--- src/rtl/multicycle_control.sv ---
// rtl/multicycle_control.sv - RV64I multicycle state register and control decoder
// Optional build macro UC_RETIRE_CNT_EN enables the retired-instruction counter.
module multicycle_control #(
    parameter int MEM_TIMEOUT = 15,
    parameter int CNT_W       = 32
) (
    input  logic             clk,
    input  logic             reset,
    input  logic [6:0]       opcode,
    input  logic [2:0]       funct3,
    input  logic             flag,
    input  logic             mem_ready,
    output logic             mem_req,
    output logic [1:0]       aluop,
    output logic             Mux1,
    output logic [1:0]       Mux2,
    output logic             Mux4,
    output logic             pc_sel,
    output logic             weMem,
    output logic             weReg,
    output logic             weIR,
    output logic             wePc,
    output logic [3:0]       state,
    output logic             illegal,
    output logic             timeout,
    output logic [CNT_W-1:0] retired
);
    localparam int WW = $clog2(MEM_TIMEOUT + 1);

    typedef enum logic [3:0] {
        S_RST    = 4'd0,
        S_FETCH  = 4'd1,
        S_DECODE = 4'd2,
        S_EXEC   = 4'd3,
        S_MEM    = 4'd4,
        S_WB     = 4'd5,
        S_TRAP   = 4'd6
    } state_t;

    localparam logic [6:0] OP_R    = 7'b0110011;
    localparam logic [6:0] OP_I    = 7'b0010011;
    localparam logic [6:0] OP_LD   = 7'b0000011;
    localparam logic [6:0] OP_ST   = 7'b0100011;
    localparam logic [6:0] OP_BR   = 7'b1100011;
    localparam logic [6:0] OP_JAL  = 7'b1101111;
    localparam logic [6:0] OP_JALR = 7'b1100111;

    state_t        state_q, state_d;
    logic [6:0]    opcode_q, opcode_d;
    logic [2:0]    funct3_q, funct3_d;
    logic          illegal_q, illegal_d;
    logic          timeout_q, timeout_d;
    logic [WW-1:0] wait_q, wait_d;
    logic [WW-1:0] wait_inc;
    logic          legal;

    logic is_r, is_i, is_ld, is_st, is_br, is_jal, is_jalr, taken;

    assign is_r    = (opcode_q == OP_R);
    assign is_i    = (opcode_q == OP_I);
    assign is_ld   = (opcode_q == OP_LD);
    assign is_st   = (opcode_q == OP_ST);
    assign is_br   = (opcode_q == OP_BR);
    assign is_jal  = (opcode_q == OP_JAL);
    assign is_jalr = (opcode_q == OP_JALR);
    assign taken   = funct3_q[0] ? ~flag : flag;
    assign wait_inc = wait_q + 1'b1;

    always_comb begin
        case (opcode)
            OP_R, OP_I, OP_LD, OP_ST, OP_JAL, OP_JALR: legal = 1'b1;
            OP_BR:   legal = (funct3 == 3'b000) || (funct3 == 3'b001);
            default: legal = 1'b0;
        endcase
    end

    always_comb begin
        state_d   = state_q;
        opcode_d  = opcode_q;
        funct3_d  = funct3_q;
        illegal_d = illegal_q;
        timeout_d = timeout_q;
        wait_d    = wait_q;
        case (state_q)
            S_RST: begin
                state_d = S_FETCH;
                wait_d  = '0;
            end
            S_FETCH, S_MEM: begin
                if (mem_ready) begin
                    wait_d = '0;
                    if (state_q == S_FETCH) state_d = S_DECODE;
                    else if (is_ld)         state_d = S_WB;
                    else                    state_d = S_FETCH;
                end else begin
                    wait_d = wait_inc;
                    // Completion wins over timeout when both land on the same cycle.
                    if (wait_inc == WW'(MEM_TIMEOUT)) begin
                        timeout_d = 1'b1;
                        state_d   = S_TRAP;
                    end
                end
            end
            S_DECODE: begin
                opcode_d = opcode;
                funct3_d = funct3;
                if (legal) begin
                    state_d = S_EXEC;
                end else begin
                    illegal_d = 1'b1;
                    state_d   = S_TRAP;
                end
            end
            S_EXEC: begin
                wait_d = '0;
                if (is_br)              state_d = S_FETCH;
                else if (is_ld || is_st) state_d = S_MEM;
                else                    state_d = S_WB;
            end
            S_WB: begin
                wait_d  = '0;
                state_d = S_FETCH;
            end
            S_TRAP:  state_d = S_TRAP;
            default: state_d = S_TRAP;
        endcase
    end

    always_ff @(posedge clk or negedge reset) begin
        if (!reset) begin
            state_q   <= S_RST;
            opcode_q  <= '0;
            funct3_q  <= '0;
            illegal_q <= 1'b0;
            timeout_q <= 1'b0;
            wait_q    <= '0;
        end else begin
            state_q   <= state_d;
            opcode_q  <= opcode_d;
            funct3_q  <= funct3_d;
            illegal_q <= illegal_d;
            timeout_q <= timeout_d;
            wait_q    <= wait_d;
        end
    end

    // Decoded straight from state_q so the asynchronous reset kills every enable at once.
    always_comb begin
        mem_req = 1'b0;
        aluop   = 2'b00;
        Mux1    = 1'b0;
        Mux2    = 2'b00;
        Mux4    = 1'b0;
        pc_sel  = 1'b0;
        weMem   = 1'b0;
        weReg   = 1'b0;
        weIR    = 1'b0;
        wePc    = 1'b0;
        case (state_q)
            S_FETCH: begin
                mem_req = 1'b1;
                weIR    = mem_ready;
            end
            S_EXEC: begin
                if (is_r) begin
                    aluop = 2'b10;
                end else if (is_i) begin
                    aluop = 2'b11;
                    Mux1  = 1'b1;
                end else if (is_ld || is_st) begin
                    Mux1 = 1'b1;
                end else if (is_br) begin
                    aluop  = 2'b01;
                    Mux4   = 1'b1;
                    wePc   = 1'b1;
                    pc_sel = taken;
                end
            end
            S_MEM: begin
                mem_req = 1'b1;
                Mux1    = 1'b1;
                weMem   = is_st;
                wePc    = is_st & mem_ready;
            end
            S_WB: begin
                weReg = 1'b1;
                wePc  = 1'b1;
                if (is_r || is_i) begin
                    Mux2 = 2'b01;
                end else if (is_jal || is_jalr) begin
                    Mux2   = 2'b10;
                    pc_sel = 1'b1;
                    Mux4   = is_jal;
                end
            end
            default: ;
        endcase
    end

    assign state   = state_q;
    assign illegal = illegal_q;
    assign timeout = timeout_q;

`ifdef UC_RETIRE_CNT_EN
    logic [CNT_W-1:0] retired_q, retired_d;

    always_comb begin
        retired_d = retired_q;
        if (wePc) retired_d = retired_q + 1'b1;
    end

    always_ff @(posedge clk or negedge reset) begin
        if (!reset) retired_q <= '0;
        else        retired_q <= retired_d;
    end

    assign retired = retired_q;
`else
    assign retired = '0;
`endif
endmodule
--- config.mk ---
export PLATFORM = sky130hd
export DESIGN_NAME = multicycle_control
export DESIGN_NICKNAME = d
export VERILOG_FILES = /design/src/rtl/multicycle_control.sv
export SDC_FILE = /design/constraint.sdc
export NUM_CORES = 1
export LEC_CHECK = 0
export CAP_MARGIN = 40
export CORE_MARGIN = 2
export CORE_UTILIZATION = 35
export CTS_BUF_LIST = sky130_fd_sc_hd__clkbuf_16
export CTS_CLUSTER_SIZE = 16
export DETAILED_ROUTE_END_ITERATION = 10
export PLACE_DENSITY = 0.68
export RECOVER_POWER = 50
export SYNTH_ARGS = -nofsm -noshare
export SYNTH_HDL_FRONTEND = slang
export SYNTH_SLANG_ARGS = --single-unit
--- constraint.sdc ---
create_clock -name clk -period 4.8 [get_ports clk]
set_input_delay 0.48 -clock clk [delete_from_list [all_inputs] [get_ports clk]]
set_output_delay 0.48 -clock clk [all_outputs]
set_load 0.1 [all_outputs]
# Word level (Yosys, flattened, before mapping)

Cells that the tools add are included.
W data, S select, Z words.

Reductions and logical operators: 13
Bitwise gates (word level): 4
Add/sub/neg operators: 1
Div/mod/pow operators: 0
Multipliers: 0
Equal/unequal tests: 22
Mux-type cells: 43
Shift-type cells: 0
Order comparisons: 0

Operators by type and width:

| operator              | count |
|---|---|
| $eq A7 B7 Y1 const B  | 6 |
| $eq A7 B6 Y1 const B  | 4 |
| $mux W1               | 23 |
| $pmux W4 S4           | 1 |
| $eq A7 B2 Y1 const B  | 2 |
| $eq A7 B5 Y1 const B  | 2 |
| $mux W2               | 6 |
| $mux W3               | 4 |
| $mux W4               | 3 |
| $eq A4 B2 Y1 const B  | 2 |
| $eq A4 B3 Y1 const B  | 2 |
| $pmux W1 S2           | 4 |
| $pmux W4 S2           | 1 |
| $reduce_or A6 Y1      | 1 |
| $add A4 B1 Y4 const B | 1 |
| $eq A4 B1 Y1 const B  | 1 |
| $eq A4 B4 Y1 const B  | 1 |
| $logic_not A4 Y1      | 1 |
| $logic_or A1 B1 Y1    | 4 |
| $reduce_or A2 Y1      | 2 |
| $eq A3 B1 Y1 const B  | 1 |
| $logic_not A3 Y1      | 1 |
| $ne A3 B1 Y1 const B  | 1 |
| $not A1 Y1            | 3 |
| 6 further kinds       | 6 |

Logic and storage cells: 89
Output and inout bits: 50
ROM bits: 0
Memory bits (writable): 0
Memories kept: 0
Bits in latches: 0
Bits in registers: 18
Bits of input ports: 14

# Logic depth before layout (Yosys ltp)

Gate-level depths: netlist of the first run.

Depth in word-level cells: 7
Gate-level depth with buffers: 6
Gate-level depth less buffers: 5

# Least setup slack after synthesis of the first run

Ideal clock, no wire load.

Kind: register to output
From: register state_q[2] (netlist: state[2])
To: output port Mux4
Required time: 4.320 ns
Buffers on the path: 1
Cell stages (with the launch flop): 5
Slack: -0.993 ns
Arrival time: 5.313 ns
Cell sequence: dfrtp_1 > buf_2 > nand2_1 > nor4_1 > a21o_1

Word-level cells in the longest chain between the ends: 2
Elaborated cells between the ends (all ways): 3
Classes of those cells: 2 x eq/ne; 1 x mux

RTL lines:

| item                                         | RTL line | RTL |
|---|---|---|
| start: declaration                           | 48       | `state_t state_q, state_d;` |
| start signal: assignment                     | 138      | `state_q <= state_d;` |
| $eq A4 B3 Y1 or $eq A4 B2 Y1 (tied branches) | 159      | `case (state_q)` |
| $pmux W1 S2 *                                | 159      |  |
| end: declaration                             | 17       | `output logic Mux4,` |

Every way passes the cells marked *; elsewhere a longest branch is shown, timed or not.

# Final worst setup path of the first run

From: register state_q[0] (netlist: state[0])
To: output port pc_sel

Word-level cells in the longest chain between the ends: 2
Elaborated cells between the ends (all ways): 3
Classes of those cells: 2 x eq/ne; 1 x mux

RTL lines:

| item                                         | RTL line | RTL |
|---|---|---|
| $eq A4 B3 Y1 or $eq A4 B2 Y1 (tied branches) | 159      |  |
| $pmux W1 S2 *                                | 159      |  |
| end: declaration                             | 18       | `output logic pc_sel,` |

Marks and branches as above.

==> impl_metrics.csv, run 1 <==
group,metric,value,unit
floorplanning,die_area,4500,µm²
placed_design,placed_area,1850,µm²
sta,rsz0062_at_grt,"no",
hold_path,hold_depth,1,
setup_path,reg2reg_slack,2.78,ns
setup_path,rr_endpoint,"state[2]",
clock_tree,hold_buffers,0,
finish,fin_area,1910,µm²
global_routing,grt_max_degree,21,
global_routing,grt_pass1_vias,1059,
clock_tree,cts_buffers,3,
logic_synthesis,syn_area_per_cell,8.86,µm²
clock_tree,cts_htree_levels,1,
finish,mostFrequentLayoutCells,"conb_1 (33), clkdlybuf4s50_1 (29), dfrtp_1 (17), buf_8 (15), nor2_1 (9)",
logic_synthesis,ys_types,47,
logic_synthesis,ys_ff_latch,17,
sta,hold_ws,0.463,ns
sta,tns,0,ns
detailed_routing,drc,0,
sta,tightestPinTransition,1.16,ns
setup_path,critPathMaxStageDelay,0.52,ns
floorplanning,rows,22,
setup_path,critical_path.max_fanout,11,
clock_tree,cts_buffer_depth,2,
finish,nets,218,
global_routing,antenna_found_initial,0,
setup_path,cp-end-kind,"output pin",
hold_path,min_from,"illegal",
floorplanning,start_util,0.372,
power,power_per_cell_area,652,nW/µm²
detailed_routing,vias,1189,
finish,drive_gt1_frac,0.164,
setup_path,startpoint_type,"flip-flop",
finish,final_common_cell,"conb_1",
setup_path,reg2reg_from,"state[1]",
clock_tree,cts.sinks,17,
power,ir_drop,0.364,mV
floorplanning,die_y,67.1,µm
finish,diodes,0,
logic_synthesis,syn_area,1390,µm²
sta,finClkSkew,0.00297,ns
outcome,outcome,"completed",
setup_path,r2r_cells,5,
detailed_routing,wire_per_inst,12.4,µm
setup_path,critPathArrivalTime,2.44,ns
detailed_routing,finalWirelength,3100,µm
floorplanning,boundaryPins,64,
sta,fin_crit,2.92,ns
sta,setup_violations,0,
finish,final-seq-area,425,µm²
global_routing,overflow,0,
power,power,1.24,mW
sta,max-slew-margin-rel,0.227,
floorplanning,core,3740,µm²
setup_path,crit_chain,"nor2b_1 > nand3_1 > nor2_1 > a21o_1 > clkdlybuf4s50_1 > buf_8",
detailed_routing,drtIter0Drc,58,
finish,multiInputGateArea,782,µm²
detailed_routing,viasPerCell,4.78,
clock_tree,post_cts_buffers,0,
global_routing,grtUsageTotal,0.148,
clock_tree,cts_resized,0,
global_routing,grt_pass1_wl,5050,µm
placed_design,numPortBuffers,30,
logic_synthesis,synthArstFlopShare,1.00,
clock_tree,cts.clk_slew.worst_paths,0.05,ns
logic_synthesis,synth_ff_type,"dfrtp_1",
logic_synthesis,yosysSeqAreaShare,0.306,
sta,fmax,0.342,GHz
logic_synthesis,synth-edff-count,0,
placed_design,dp_hpwl,2480,µm
logic_synthesis,ys_warn_count,0,
power,leakagePower,0.869,nW
run,cap_violations,0,
setup_path,required,4.32,ns
clock_tree,clk_latency,0.25,ns
hold_path,min_path_type,"flip-flop to flip-flop",
logic_synthesis,netlist_instances,157,
sta,slew_violations,0,
finish,nFillCells,369,
clock_tree,cts_tree,"done",
hold_path,min_to,"illegal",
detailed_routing,drt_pass1_iterations,4,
clock_tree,cts-root-buf,"clkbuf_16",
sta,hold_viol_final,0,
detailed_routing,drtAntennaViolNets,0,
placed_design,gp_congestion,0.918,
sta,finalCritPeriodShare,0.608,
setup_path,crit_type,"flip-flop to output pin",
floorplanning,die_x,67.1,µm
finish,area_growth,37.0,%
setup_path,crit_slowest_cell,"dfrtp_1",
how the worst max path moves through the flow:
stage,startpoint,endpoint
2_1_floorplan,state[2],Mux4
3_3_place_gp,opcode_q[3],wePc
3_5_place_dp,opcode_q[3],wePc
4_1_cts,opcode_q[3],wePc
5_1_grt,state[1],Mux1
6_report,state[0],pc_sel
layout make-up:
class                      instances  area share
multi-input combinational        127       0.410
timing repair buffer              48       0.284
sequential                        17       0.223
clock buffer                       3      0.0394
tap                               48      0.0315
inverter                           5     0.00985
clock inverter                     1     0.00197
power breakdown:
part | internal (mW) | switching, mW
Clock | 0.110 | 0.0525
Combinational | 0.262 | 0.524
Sequential | 0.198 | 0.0954
cells in the mapped netlist, drive strengths merged (3+ instances only):
library cell | number | share of area
buf | 38 | 0.20
dfrtp | 17 | 0.31
nor2 | 9 | 0.024
a21oi | 7 | 0.025
mux2 | 7 | 0.057
nand3 | 7 | 0.025
nand2 | 6 | 0.016
o21ai | 6 | 0.022
inv | 5 | 0.013
nor2b | 5 | 0.022
a32oi | 3 | 0.019
nand2b | 3 | 0.013
nor4 | 3 | 0.024
or2 | 3 | 0.013
through the flow:
| stage | std cells | worst slack [ns] | util |
|---|---|---|---|
| global placement | 228 | 1.77 | 0.426 |
| detailed placement | 245 | 2.16 | 0.494 |
| global route | 249 | 1.66 | 0.509 |
| CTS | 249 | 1.90 | 0.515 |
| finish | 249 | 1.88 | 0.509 |
| floorplan | 189 | 0.306 | - |
routing by layer:
metal  up-vias  global-route usage  wire length, µm
met1       563               0.199             1380
met3         2              0.0287              163
met5         -                   0                0
met4         0              0.0357               27
li1        576                   -                -
met2        48               0.244             1520
cells by family (layout without fill, tap and decap cells):
group / Yosys count / after routing / share of synthesized area
AND/OR/NAND/NOR: 50 / 50 / 0.216
buffers and inverters: 45 / 57 / 0.223
AO/OA/AOI/OAI: 33 / 33 / 0.165
flip-flops: 17 / 17 / 0.306
multiplexers: 7 / 7 / 0.0567
adder cells (fa/ha/maj): 2 / 2 / 0.0180
XOR/XNOR: 2 / 2 / 0.0126
other: 1 / 33 / 0.00270
registers in the layout (all words and copies together) (netlist names):
name and flops:
opcode_q 7, illegal 1, funct3_q 1, timeout 1, state 3, wait_q 4
critical path: cells and delay by family, from the launching register on:
kind	cells	cell delay (ns)
simple gates	3	0.80
buf+inv	2	0.70
flops	1	0.52
compound gates	1	0.16
Note: power is estimated with default switching activity, not from simulation.
==> inputs of run 2 (changes only) <==
Clock period 4.8 ns to 2.8 ns, I/O delays scaled along.
==> run 2 against run 1 <==
Highest routed layer unchanged. Cell count decreased by 6.4%. Clock skew about the same. Sequential share of layout area increased by 3.1 points. Total power increased by 59%. Critical endpoint is now Mux1. Clock-buffer cell count unchanged.
==> impl_metrics.csv, run 2 (synthesized netlist as in run 1, its figures left out) <==
group,metric,value,unit
detailed_routing,drt_pass1_iterations,4,
detailed_routing,drtIter0Drc,49,
global_routing,overflow,0,
clock_tree,hold_buffers,0,
sta,fin_crit,2.42,ns
setup_path,critical_path.max_fanout,20,
setup_path,cp-end-kind,"output pin",
finish,finalNonFillerCells,233,
placed_design,numPortBuffers,30,
floorplanning,rows,22,
clock_tree,cts_htree_levels,1,
floorplanning,boundaryPins,64,
sta,setup_violations,0,
power,leakagePower,0.774,nW
floorplanning,die_y,67.1,µm
sta,tightestPinTransition,1.16,ns
detailed_routing,finalWirelength,2990,µm
clock_tree,clk_latency,0.25,ns
finish,multiInputGateArea,820,µm²
setup_path,required,2.52,ns
sta,slew_violations,0,
clock_tree,cts_resized,0,
placed_design,placed_area,1630,µm²
power,power_per_cell_area,1170,nW/µm²
detailed_routing,wire_per_inst,12.8,µm
floorplanning,start_util,0.372,
sta,fmax,0.413,GHz
global_routing,grt_max_degree,21,
clock_tree,cts_buffers,3,
clock_tree,cts-root-buf,"clkbuf_16",
clock_tree,cts.sinks,17,
global_routing,antenna_found_initial,0,
finish,final_common_cell,"conb_1",
run,cap_violations,0,
detailed_routing,drc,0,
outcome,outcome,"completed",
clock_tree,cts.clk_slew.worst_paths,0.05,ns
sta,finClkSkew,0.00322,ns
sta,max-slew-margin-rel,0.229,
setup_path,reg2reg_slack,0.76,ns
hold_path,min_path_type,"flip-flop to flip-flop",
finish,drive_gt1_frac,0.216,
placed_design,gp_congestion,0.803,
sta,finalCritPeriodShare,0.865,
setup_path,crit_type,"flip-flop to output pin",
finish,largest_register,"opcode_q",
finish,largest_reg_flops,7,
finish,area_growth,21.0,%
finish,final-seq-area,428,µm²
floorplanning,core,3740,µm²
sta,setup_slack,0.378,ns
sta,rsz0062_at_grt,"no",
global_routing,grt_pass1_vias,1057,
finish,diodes,0,
power,ir_drop,0.643,mV
finish,fin_area,1680,µm²
global_routing,grtUsageTotal,0.142,
detailed_routing,drtAntennaViolNets,0,
sta,hold_ws,0.463,ns
finish,mostFrequentLayoutCells,"conb_1 (33), dfrtp_1 (15), clkdlybuf4s50_1 (12), buf_4 (12), nor2_1 (8)",
placed_design,dpl.cell_count,229,
clock_tree,cts_tree,"done",
detailed_routing,vias,1127,
global_routing,grt_pass1_wl,4880,µm
clock_tree,cts_buffer_depth,2,
detailed_routing,viasPerCell,4.84,
sta,hold_viol_final,0,
finish,nets,202,
floorplanning,die_area,4500,µm²
setup_path,startpoint_type,"flip-flop",
finish,nFillCells,394,
clock_tree,post_cts_buffers,0,
placed_design,pre_cts_ws,0.728,ns
placed_design,dp_hpwl,2250,µm
floorplanning,die_x,67.1,µm
setup_path,critPathArrivalTime,2.14,ns
## run 2: changes by cell type in the layout (fill, tap and decap cells not counted), moves of 3 or more
| cell | previous run | this run |
|---|---|---|
| clkbuf_1 | 2 | 5 |
| buf_4 | 1 | 12 |
| clkdlybuf4s50_1 | 29 | 12 |
| buf_8 | 15 | 0 |
## run 2: critical path, cell delays in order (launching register included)
cell     delay, ns
dfrtp_1       0.83
inv_1         0.26
nor2_1        0.27
nand3_1       0.10
o21ai_1       0.10
buf_4         0.32
## run 2: cell type report
class / count / share of cell area
clock buffers: 3 / 0.0446
multi-input cells: 127 / 0.487
well taps: 48 / 0.0357
flip-flops and latches: 17 / 0.254
clock inverters: 1 / 0.00223
inverters: 5 / 0.0111
repair buffers: 32 / 0.166
## run 2: worst paths after layout
| check | start | to | depth (start not counted) |
|---|---|---|---|
| max | state[1] | Mux1 | 5 |
| min | illegal | illegal | 1 |
| max reg2reg | state[1] | state[2] | 5 |
| max in group asynchronous | reset | state[2] | 2 |
| min in group asynchronous | reset | opcode_q[5] | 2 |
| min reg2reg | illegal | illegal | 1 |
## run 2: metal layers
layer	share of wire	vias to the layer above	global-route usage	wire length [µm]
met5	0	-	0	0
met4	0.017	0	0.0459	52
met3	0.052	5	0.0321	156
met2	0.45	42	0.218	1360
met1	0.48	539	0.195	1430
li1	-	541	-	-
## run 2: per-stage QoR
| step | power [mW] | setup TNS [ns] | util |
|---|---|---|---|
| after floorplan | 1.53 | -0.394 | - |
| after global placement | 1.70 | 0 | 0.432 |
| after global routing | 2.08 | 0 | 0.450 |
| after CTS | 2.00 | 0 | 0.457 |
| final | 1.97 | 0 | 0.450 |
| after detailed placement | 1.70 | 0 | 0.436 |
## run 2: report_power, final
part           internal (mW)  switching (mW)
sequential             0.343           0.169
combinational          0.294           0.880
clock                  0.190          0.0984
total                  0.827            1.15
==> inputs of run 3 (changes only) <==
Settings changed: CORE_MARGIN 2 to 10, CTS_CLUSTER_SIZE 16 to unset.
==> run 3 against run 2 <==
Worst hold slack hardly changed. Clock-buffer cell count is the same. Cell count is 0.43% lower. Maximum frequency grew 1.3%. Critical path depth did not move. Register-to-register slack improved by 0.03 ns. Total power about the same. Flip-flop and latch count unchanged. Clock skew decreased by 0.0022 ns. Core utilization decreased by 0.10 points. Global-route usage down 4.5 points. Critical endpoint unchanged. Largest cell class unchanged.
==> impl_metrics.csv, run 3 (synthesized netlist as in run 1, its figures left out) <==
group,metric,value,unit
clock_tree,cts_buffer_depth,2,
finish,largest_register,"opcode_q",
finish,nFillCells,394,
power,ir_drop,0.863,mV
finish,mostFrequentLayoutCells,"conb_1 (33), dfrtp_1 (15), clkdlybuf4s50_1 (12), buf_4 (12), nor2_1 (8)",
floorplanning,die_area,6900,µm²
detailed_routing,vias,1122,
placed_design,numPortBuffers,30,
power,power_per_cell_area,1180,nW/µm²
hold_path,min_path_type,"flip-flop to flip-flop",
detailed_routing,drtIter0Drc,109,
sta,finalCritPeriodShare,0.854,
clock_tree,post_cts_buffers,0,
detailed_routing,drtAntennaViolNets,0,
sta,slew_violations,0,
setup_path,cp-end-kind,"output pin",
clock_tree,cts_buffers,3,
global_routing,grt_pass1_wl,5750,µm
finish,drive_gt1_frac,0.217,
clock_tree,cts-root-buf,"clkbuf_16",
sta,tightestPinTransition,1.17,ns
sta,fmax,0.418,GHz
sta,max-slew-margin-rel,0.222,
detailed_routing,drc,0,
placed_design,pre_cts_ws,0.723,ns
finish,area_growth,20.8,%
detailed_routing,viasPerCell,4.84,
setup_path,r2r_cells,5,
setup_path,critical_path.max_fanout,20,
clock_tree,clk_latency,0.25,ns
finish,final_common_cell,"conb_1",
global_routing,overflow,0,
setup_path,rr_endpoint,"state[2]",
floorplanning,boundaryPins,64,
hold_path,hold_depth,1,
clock_tree,cts.clk_slew.worst_paths,0.05,ns
floorplanning,die_y,83.1,µm
global_routing,grt_max_degree,21,
setup_path,reg2reg_from,"state[1]",
setup_path,startpoint_type,"flip-flop",
finish,post-route-util,0.449,
setup_path,crit_type,"flip-flop to output pin",
sta,finClkSkew,0.00102,ns
finish,nets,201,
run,cap_violations,0,
clock_tree,hold_buffers,0,
detailed_routing,wire_per_inst,14.9,µm
clock_tree,cts_resized,0,
global_routing,grtUsageTotal,0.0971,
global_routing,grt_pass1_vias,1141,
detailed_routing,finalWirelength,3450,µm
floorplanning,die_x,83.1,µm
finish,diodes,0,
setup_path,required,2.52,ns
floorplanning,core,3740,µm²
clock_tree,cts_tree,"done",
finish,largest_reg_flops,7,
sta,hold_viol_final,0,
setup_path,reg2reg_slack,0.79,ns
setup_path,critPathArrivalTime,2.11,ns
power,power,1.98,mW
placed_design,gp_congestion,0.808,
floorplanning,rows,22,
sta,fin_crit,2.39,ns
hold_path,min_from,"timeout",
placed_design,dp_hpwl,2800,µm
clock_tree,cts.sinks,17,
sta,setup_violations,0,
outcome,outcome,"completed",
global_routing,antenna_found_initial,0,
floorplanning,start_util,0.372,
sta,rsz0062_at_grt,"no",
power,leakagePower,0.772,nW
clock_tree,cts_htree_levels,1,
sta,tns,0,ns
hold_path,min_to,"timeout",
detailed_routing,drt_pass1_iterations,4,
sta,setup_slack,0.408,ns
==> run 3: cell types whose count changed in the layout (fill, tap and decap cells not counted) <==
cell / before / now
clkbuf_1: 5 / 4
==> run 3: area by class of cell <==
cell class | count | area, µm² | share of cell area
clock buffer | 3 | 75.1 | 0.0447
clock inverter | 1 | 3.75 | 0.00223
inverter | 5 | 18.8 | 0.0112
multi-input combinational | 127 | 820 | 0.488
sequential | 17 | 428 | 0.255
tap | 48 | 60.1 | 0.0357
timing repair buffer | 31 | 275 | 0.164
==> run 3: worst max-delay path by stage <==
| stage | from | endpoint | slack [ns] | depth (start not counted) |
|---|---|---|---|---|
| 2_1_floorplan | state[2] | Mux4 | -0.21 | 4 |
| 3_3_place_gp | opcode_q[2] | wePc | 0.74 | 5 |
| 3_5_place_dp | opcode_q[2] | wePc | 0.72 | 5 |
| 4_1_cts | opcode_q[2] | wePc | 0.44 | 5 |
| 5_1_grt | state[1] | Mux1 | 0.21 | 5 |
| 6_report | state[1] | Mux1 | 0.41 | 5 |
==> run 3: layer usage <==
metal | up-vias | track usage | part of all wire
met5 | - | 0 | 0
met4 | 0 | 0.0246 | 0.010
met3 | 4 | 0.0479 | 0.10
li1 | 545 | - | -
met1 | 521 | 0.109 | 0.41
met2 | 52 | 0.160 | 0.47
==> run 3: worst max-delay path, cell delays in order (launching register included) <==
cell,delay [ns]
dfrtp_1,0.83
inv_1,0.24
nor2_1,0.27
nand3_1,0.11
o21ai_1,0.10
buf_4,0.32
==> run 3: report_power, final <==
part           switching (mW)  total (mW)  internal (mW)
clock network          0.0970       0.287          0.190
logic                   0.886        1.18          0.294
registers               0.166       0.509          0.343
total                    1.15        1.98          0.827
==> run 3: metrics by stage <==
stage / hold slack (ns) / cell area (µm²) / instances
3_3_place_gp: 0.455 / 1620 / 228
4_1_cts: 0.469 / 1700 / 232
5_1_grt: 0.492 / 1680 / 232
6_report: 0.463 / 1680 / 232
2_1_floorplan: -0.0156 / 1560 / 189
3_5_place_dp: 0.456 / 1620 / 228
